## config.mk

```make
export PLATFORM = sky130hd
export DESIGN_NAME = input_debouncer
export DESIGN_NICKNAME = d
export VERILOG_FILES = /design/src/rtl/input_debouncer.sv
export SDC_FILE = /design/constraint.sdc
export NUM_CORES = 1
export LEC_CHECK = 0
export ABC_AREA = 1
export CORE_MARGIN = 2
export CORE_UTILIZATION = 54
export DETAILED_ROUTE_END_ITERATION = 8
export PLACE_DENSITY_LB_ADDON = 0.15
export SETUP_SLACK_MARGIN = 0.1
export SYNTH_ARGS = -nofsm -noshare
export SYNTH_HDL_FRONTEND = slang
export SYNTH_SLANG_ARGS = --single-unit
```

## constraint.sdc

```tcl
create_clock -name clk -period 3.9 [get_ports clk]
set_clock_uncertainty 0.1 [all_clocks]
set_input_delay 0.78 -clock clk [delete_from_list [all_inputs] [get_ports clk]]
set_output_delay 0.78 -clock clk [all_outputs]
set_load 0.01 [all_outputs]
```

## src/rtl/input_debouncer.sv

```systemverilog
// input_debouncer: synchronizes a raw bouncing input, accepts a new level only
// after it has been seen unchanged for STABLE_CYCLES consecutive samples, and
// produces one-cycle rise/fall strobes plus a saturating count of aborted
// transitions. There is no valid/ready handshake here: every output is a plain
// registered level or a single-cycle strobe.
module input_debouncer #(
    parameter int SYNC_STAGES   = 2,
    parameter int STABLE_CYCLES = 16
) (
    input  logic       clk,
    input  logic       reset,
    input  logic       noisy_in,
    input  logic       glitch_clr,
    output logic       clean_out,
    output logic       rise_pulse,
    output logic       fall_pulse,
    output logic [7:0] glitch_count,
    output logic       busy,
    output logic [1:0] dbg_state
);

    localparam int CW = $clog2(STABLE_CYCLES) + 1;
    localparam logic [CW-1:0] CNT_ONE  = CW'(1);
    localparam logic [CW-1:0] CNT_LAST = CW'(STABLE_CYCLES - 1);

    // Encoding chosen so that bit 1 equals the accepted level and bit 0 means
    // "qualifying a candidate"; outputs are still kept in their own registers.
    typedef enum logic [1:0] {
        STABLE_LOW  = 2'd0,
        PEND_HIGH   = 2'd1,
        STABLE_HIGH = 2'd2,
        PEND_LOW    = 2'd3
    } state_t;

    state_t                 state_q;
    logic [CW-1:0]          cnt_q;
    logic                   clean_q;
    logic                   busy_q;
    logic                   rise_q;
    logic                   fall_q;
    logic [SYNC_STAGES-1:0] sync_q;
    logic [7:0]             glitch_q;
    logic [7:0]             glitch_d;
    logic                   s;
    logic                   abort;

    assign s = sync_q[SYNC_STAGES-1];

    // Shift the raw input through the metastability-hardening chain.
    always_ff @(posedge clk or negedge reset) begin
        if (!reset) begin
            sync_q <= '0;
        end else begin
            sync_q <= {sync_q[SYNC_STAGES-2:0], noisy_in};
        end
    end

    // Qualification FSM with registered level, busy flag and edge strobes.
    always_ff @(posedge clk or negedge reset) begin
        if (!reset) begin
            state_q <= STABLE_LOW;
            cnt_q   <= '0;
            clean_q <= 1'b0;
            busy_q  <= 1'b0;
            rise_q  <= 1'b0;
            fall_q  <= 1'b0;
        end else begin
            rise_q <= 1'b0;
            fall_q <= 1'b0;
            case (state_q)
                STABLE_LOW: begin
                    if (s) begin
                        state_q <= PEND_HIGH;
                        cnt_q   <= CNT_ONE;
                        busy_q  <= 1'b1;
                    end else begin
                        cnt_q <= '0;
                    end
                end
                PEND_HIGH: begin
                    // A reversal is checked first so that it wins even on the
                    // final qualifying sample.
                    if (!s) begin
                        state_q <= STABLE_LOW;
                        cnt_q   <= '0;
                        busy_q  <= 1'b0;
                    end else if (cnt_q == CNT_LAST) begin
                        state_q <= STABLE_HIGH;
                        cnt_q   <= '0;
                        busy_q  <= 1'b0;
                        clean_q <= 1'b1;
                        rise_q  <= 1'b1;
                    end else begin
                        cnt_q <= cnt_q + CNT_ONE;
                    end
                end
                STABLE_HIGH: begin
                    if (!s) begin
                        state_q <= PEND_LOW;
                        cnt_q   <= CNT_ONE;
                        busy_q  <= 1'b1;
                    end else begin
                        cnt_q <= '0;
                    end
                end
                PEND_LOW: begin
                    if (s) begin
                        state_q <= STABLE_HIGH;
                        cnt_q   <= '0;
                        busy_q  <= 1'b0;
                    end else if (cnt_q == CNT_LAST) begin
                        state_q <= STABLE_LOW;
                        cnt_q   <= '0;
                        busy_q  <= 1'b0;
                        clean_q <= 1'b0;
                        fall_q  <= 1'b1;
                    end else begin
                        cnt_q <= cnt_q + CNT_ONE;
                    end
                end
                default: begin
                    state_q <= STABLE_LOW;
                    cnt_q   <= '0;
                    busy_q  <= 1'b0;
                    clean_q <= 1'b0;
                end
            endcase
        end
    end

    // An abort is a reversal of s while a candidate is being qualified.
    assign abort = ((state_q == PEND_HIGH) && !s) || ((state_q == PEND_LOW) && s);

    // Next glitch count: clear beats increment, increment saturates at 255.
    always_comb begin
        glitch_d = glitch_q;
        if (glitch_clr) begin
            glitch_d = 8'd0;
        end else if (abort && (glitch_q != 8'hFF)) begin
            glitch_d = glitch_q + 8'd1;
        end
    end

    // Glitch counter register.
    always_ff @(posedge clk or negedge reset) begin
        if (!reset) begin
            glitch_q <= 8'd0;
        end else begin
            glitch_q <= glitch_d;
        end
    end

    assign clean_out    = clean_q;
    assign busy         = busy_q;
    assign rise_pulse   = rise_q;
    assign fall_pulse   = fall_q;
    assign glitch_count = glitch_q;
    assign dbg_state    = state_q;

endmodule

```

==> results of run 1 <==
registers in the layout (all words and copies together) (netlist names), named ones only:
name,cells
busy,1
glitch_count,8
fall_pulse,1
sync_q,2
rise_pulse,1
clean_out,1
cnt_q,5
dbg_state,1
layout make-up:
type                       count  area, um^2
sequential                    21       525.5
clock buffer                   3       22.52
timing repair buffer          17       170.2
fill                         157       509.2
multi-input combinational     85       435.4
clock inverter                 1       5.005
tap                           25       31.28
inverter                      11       46.29
logic make-up (layout without fill, tap and decap cells):
group | after synthesis | after routing | share of synthesized area, %
and+or+nand+nor | 72 | 72 | 31.78
adders and majority gates | 2 | 2 | 2.454
DFF | 21 | 21 | 51.53
xor gates and xnor gates | 5 | 5 | 5.032
buffers and inverters | 13 | 32 | 5.767
AOI/OAI and AO/OA | 6 | 6 | 3.435
routing by layer:
layer  vias to the layer above  share of wire [%]
li1                        424                  -
met1                       376                 50
met2                        16                 45
met3                         4                3.6
met4                         0                1.7
met5                         -                  0
how the worst max path moves through the flow:
stage	startpoint	to	slack, ps	cells after the start
finish	flip-flop	dbg_state[1]	1550	1
global route	flip-flop	dbg_state[1]	1470	1
CTS	flip-flop	dbg_state[1]	1530	1
detailed placement	reset	glitch_count[5]$_DFFE_PN0P_	1870	1
global placement	reset	glitch_count[5]$_DFFE_PN0P_	1900	1
floorplan	glitch_count[1]$_DFFE_PN0P_	glitch_count[0]$_DFFE_PN0P_	2510	8
power groups by stage:
| stage | combinational, mW | sequential [mW] | clock (mW) |
|---|---|---|---|
| final | 0.0322 | 0.229 | 0.103 |
| after global placement | 0.0320 | 0.233 | 0 |
| after CTS | 0.0328 | 0.229 | 0.111 |
| after floorplan | 0.0165 | 0.232 | 0 |
| after detailed placement | 0.0326 | 0.233 | 0 |
| after global routing | 0.0367 | 0.230 | 0.122 |
placed cells by master (no fill, tap or decap), types with 2 or more instances in the layout:
cell type        count
nor2_1              13
dfrtp_1             21
clkbuf_4             3
o21ai_1              2
nor4_1               2
ha_1                 2
clkdlybuf4s50_1     17
nand3_1             11
nand4_1              4
xor2_1               3
nand2_2              2
nand2_1             34
inv_1                8
nor2_2               2
inv_2                2
through the flow:
step	power [mW]	std cells	instance area, um^2	worst slack [ps]	hold WS [ps]
floorplan	0.2490	119	1020	2509	231.2
global placement	0.2647	159	1209	1901	239.4
detailed placement	0.2658	159	1209	1869	241.7
CTS	0.3723	163	1236	1532	270.8
global route	0.3882	163	1236	1472	273.7
finish	0.3646	163	1236	1551	262.4
synth_stat cells, drive strengths merged:
cell type / instances / area, um^2
nand4: 4 / 25.02
inv: 10 / 37.54
o21bai: 1 / 7.510
o31ai: 1 / 7.510
nand3: 11 / 55.05
buf: 1 / 7.510
xnor2: 1 / 8.760
or2: 1 / 6.260
clkinv: 1 / 8.760
clkbuf: 1 / 5.000
dfrtp: 21 / 525.5
nor2: 15 / 61.31
nand2: 37 / 151.4
nor4: 2 / 12.51
a21oi: 1 / 5.000
nor3: 1 / 5.000
o21ai: 3 / 15.01
nand3b: 1 / 7.510
xor2: 4 / 42.55
ha: 2 / 25.02
==> results.sh, run 1 <==
export IMPL_grt_pass1_wl_mm=3.022
export IMPL_io_buffer_count=17
export IMPL_dieArea_mm2=0.002252
export IMPL_ir_worst_vdd_v=0.0002026
export IMPL_hpwl_mm=1.369
export IMPL_pwr_share_seq_pct=62.8
export IMPL_hold_start="sync_q[0]$_DFF_PN0_"
export IMPL_cts_root_buffer="clkbuf_4"
export IMPL_intPower_uw=275.0
export IMPL_post_route_period_util_pct=60.23
export IMPL_routabilityCongestion=0.8643
export IMPL_p_comb_share_pct=8.8
export IMPL_grt_util_met1_pct=27.67
export IMPL_drc_errors=0
export IMPL_initial_utilization_pct=58.42
export IMPL_static_leakage_power_nw=0.5874
export IMPL_required_ps=3020
export IMPL_setup_viol_count_final=0
export IMPL_cts_htree_levels=1
export IMPL_critPathCaptureType="output pin"
export IMPL_grt_pass1_vias=740
export IMPL_cts_buffers=3
export IMPL_area_delta_synth_final_pct=21.23
export IMPL_grt_antenna_before_repair=0
export IMPL_diodes=0
export IMPL_drive_gt1_share_pct=10.14
export IMPL_ios=18
export IMPL_maxCapViolations=0
export IMPL_whs_path_depth=0
export IMPL_cp_num_buf_inv=1
export IMPL_crit_path_cell_trace="clkdlybuf4s50_1"
export IMPL_final_nets=145
export IMPL_cts_sinks=21
export IMPL_ys_types=26
export IMPL_die_h_um=47.46
export IMPL_crit_path_max_fanout=8
export IMPL_synth_seq_cells=21
export IMPL_worst_r2r_endpoint="glitch_count[5]$_DFFE_PN0P_"
export IMPL_p_sw_uw=89.52
export IMPL_cts_buffer_depth=2
export IMPL_vias=820
export IMPL_wl_mm=1.786
export IMPL_crit_type="flip-flop to output pin"
export IMPL_netlist_area_mm2=0.001020
export IMPL_p_clk_share_pct=28.4
export IMPL_grt_use_met2_pct=28.92
export IMPL_period_needed_ps=2349
export IMPL_path_delay_family="buffers and inverters"
export IMPL_relSlewSlack_pct=39.32
export IMPL_r2r_start="glitch_count[1]$_DFFE_PN0P_"
export IMPL_post_drt_wl_per_cell_um=10.96
export IMPL_cts_tree="built"
export IMPL_fin_util_pct=70.82
export IMPL_hold_viol=0
export IMPL_core_rowCount=15
export IMPL_chipWidth_um=47.46
export IMPL_post_cts_resized=0
export IMPL_grt_overflow=0
export IMPL_via_per_inst=5.031
export IMPL_yosys_warnings=0
export IMPL_core_area_mm2=0.001745
export IMPL_drtIter0Drc=10
export IMPL_tightestPinTransition_ps=907.4
export IMPL_grt_use_total_pct=19.57
export IMPL_critPathMaxStageDelay_ps=610
export IMPL_hold_path_class="flip-flop to flip-flop"
export IMPL_clk_pin_slew_worst_paths_ps=120
export IMPL_fin_setup_tns_ps=0
export IMPL_startpoint_type="flip-flop"
export IMPL_postCtsSetupBuffers=0
export IMPL_slew_viol_final=0
export IMPL_r2r_cells=9
export IMPL_crit_arrival_ps=1470
export IMPL_synthCells=119
export IMPL_grtUsageMet3_pct=3.396
export IMPL_reg2reg_setup_slack_ps=2360
export IMPL_power_density_mw_per_mm2=294.9
export IMPL_clock_latency_ps=300
export IMPL_ant_nets=0
export IMPL_crit_slowest_cell="clkdlybuf4s50_1"
export IMPL_grt_max_degree=22
export IMPL_fmax_mhz=425.7
export IMPL_status="finished clean"
export IMPL_top_usage_layer="met2"
export IMPL_first_pass_iters=4
export IMPL_synth_seq_area_share_pct=51.53
export IMPL_cts_hold_buf=0
export IMPL_hold_end="sync_q[1]$_DFF_PN0_"
export IMPL_avgSynthCellArea_um2=8.569
export IMPL_rsz0062_at_grt="no"
export IMPL_synth_net_count=125
export IMPL_switching_share_pct=24.56
Note: power is estimated with default switching activity, not from simulation.
==> run 2: changes to the inputs <==
Settings changed: CORE_UTILIZATION 54 to 45.
Clock period 3.9 ns to 1.95 ns, I/O delays scaled along.
==> results.sh, run 2 (synthesis gave the netlist of run 1 again) <==
export IMPL_grt_pass1_wl_mm=3.387
export IMPL_cts_tree="built"
export IMPL_final_common_cell="nand2_1"
export IMPL_cts_buffers=3
export IMPL_dieArea_mm2=0.002663
export IMPL_ios=18
export IMPL_startpoint_type="flip-flop"
export IMPL_cp_num_buf_inv=1
export IMPL_crit_arrival_ps=1290
export IMPL_period_needed_ps=1778
export IMPL_grt_overflow=0
export IMPL_power_density_mw_per_mm2=583.1
export IMPL_relSlewSlack_pct=80.43
export IMPL_critPathCaptureType="output pin"
export IMPL_wl_mm=1.969
export IMPL_vias=835
export IMPL_setup_viol_count_final=0
export IMPL_drive_gt1_share_pct=16.20
export IMPL_status="finished clean"
export IMPL_grt_max_degree=22
export IMPL_grt_util_met1_pct=25.75
export IMPL_drtIter0Drc=21
export IMPL_grt_antenna_before_repair=0
export IMPL_largest_register_ffs=8
export IMPL_post_route_period_util_pct=91.19
export IMPL_core_area_mm2=0.002170
export IMPL_fin_setup_tns_ps=0
export IMPL_crit_path_max_fanout=7
export IMPL_core_rowCount=17
export IMPL_initial_utilization_pct=47.00
export IMPL_crit_path_cell_trace="clkdlybuf4s50_1"
export IMPL_diodes=0
export IMPL_final_nets=149
export IMPL_via_per_inst=4.912
export IMPL_hold_path_class="flip-flop to flip-flop"
export IMPL_cts_sinks=21
export IMPL_grt_use_total_pct=17.20
export IMPL_hold_viol=0
export IMPL_grt_pass1_vias=753
export IMPL_crit_type="flip-flop to output pin"
export IMPL_ant_nets=0
export IMPL_required_ps=1460
export IMPL_chipWidth_um=51.61
export IMPL_drc_errors=0
export IMPL_ir_worst_vdd_v=0.0003515
export IMPL_fin_ws_ps=171.7
export IMPL_final_cell_mix="nand2_1, clkdlybuf4s50_1, dfrtp_1"
export IMPL_critPathMaxStageDelay_ps=550
export IMPL_clock_latency_ps=300
export IMPL_cts_root_buffer="clkbuf_4"
export IMPL_grtUsageMet3_pct=2.586
export IMPL_cts_htree_levels=1
export IMPL_io_buffer_count=17
export IMPL_tightestPinTransition_ps=293.3
export IMPL_static_leakage_power_nw=0.5964
export IMPL_crit_slowest_cell="clkdlybuf4s50_1"
export IMPL_hpwl_mm=1.415
export IMPL_top_usage_layer="met1"
export IMPL_post_drt_wl_per_cell_um=11.58
export IMPL_rsz0062_at_grt="no"
export IMPL_dpl_worst_slack_ps=347.7
export IMPL_cts_hold_buf=0
export IMPL_grt_use_met2_pct=24.36
export IMPL_routabilityCongestion=0.8312
export IMPL_cts_buffer_depth=2
export IMPL_fmax_mhz=562.3
export IMPL_clk_pin_slew_worst_paths_ps=120
export IMPL_maxCapViolations=0
export IMPL_path_delay_family="buffers and inverters"
export IMPL_area_delta_synth_final_pct=25.40
export IMPL_slew_viol_final=0
export IMPL_die_h_um=51.61
export IMPL_first_pass_iters=4
==> run 2: changes by cell type in the layout (fill, tap and decap cells not counted) <==
cell | previous run | this run
buf_4 | 0 | 4
clkinv_2 | 1 | 0
clkinvlp_4 | 0 | 1
dfrtp_1 | 21 | 16
dfrtp_2 | 0 | 5
==> run 2: cell type report <==
cell class,instances,area [um^2]
clock buffers,3,22.52
clock inverters,1,7.507
fillers,211,890.9
inverters,11,46.29
multi-input cells,85,435.4
flip-flops and latches,21,531.8
well taps,28,35.03
repair buffers,21,200.2
==> run 2: final timing paths <==
kind | startpoint | end | slack (ps) | depth (start not counted)
setup / recovery | glitch_count[2]$_DFFE_PN0P_ | glitch_count[2] | 170 | 1
hold / removal | sync_q[0]$_DFF_PN0_ | sync_q[1]$_DFF_PN0_ | 260 | 0
setup reg to reg | glitch_count[1]$_DFFE_PN0P_ | glitch_count[5]$_DFFE_PN0P_ | 340 | 10
hold reg to reg | sync_q[0]$_DFF_PN0_ | sync_q[1]$_DFF_PN0_ | 260 | 0
max in group asynchronous | reset | glitch_count[5]$_DFFE_PN0P_ | 1210 | 2
min in group asynchronous | reset | cnt_q[4]$_DFF_PN0_ | 310 | 2
==> run 2: routing by layer <==
metal / vias to the layer above / wire length (um)
li1: 427 / -
met3: 2 / 67
met1: 388 / 1001
met5: - / 0
met4: 0 / 16
met2: 18 / 884
==> run 2: report_power, final <==
group / total, mW / internal (mW) / switching, mW
Sequential: 0.457 / 0.447 / 0.0108
Combinational: 0.0712 / 0.0308 / 0.0404
Clock: 0.217 / 0.0780 / 0.139
==> run 2: timing repair <==
item	in CTS	in global routing
resized for setup	2	3
endpoints found under the setup margin	2	6
gates cloned	0	0
setup buffers	0	3
==> run 2: metrics by stage <==
stage | utilization, % | power (mW) | cells | hold slack, ps | cell area (um^2)
6_report | 58.94 | 0.7457 | 170 | 263.1 | 1279
5_1_grt | 58.94 | 0.7882 | 170 | 272.3 | 1279
4_1_cts | 57.73 | 0.7541 | 167 | 264.8 | 1252
3_5_place_dp | 56.23 | 0.5345 | 163 | 234.7 | 1220
3_3_place_gp | 56.23 | 0.5331 | 163 | 235.7 | 1220
2_1_floorplan | - | 0.4980 | 119 | -5.591 | 1020
==> run 3: changes to the inputs <==
Settings changed: SKIP_CTS_REPAIR_TIMING set to 1.
==> results of run 3 <==
No change in the layout: final DEF, timing and power equal those of run 2.
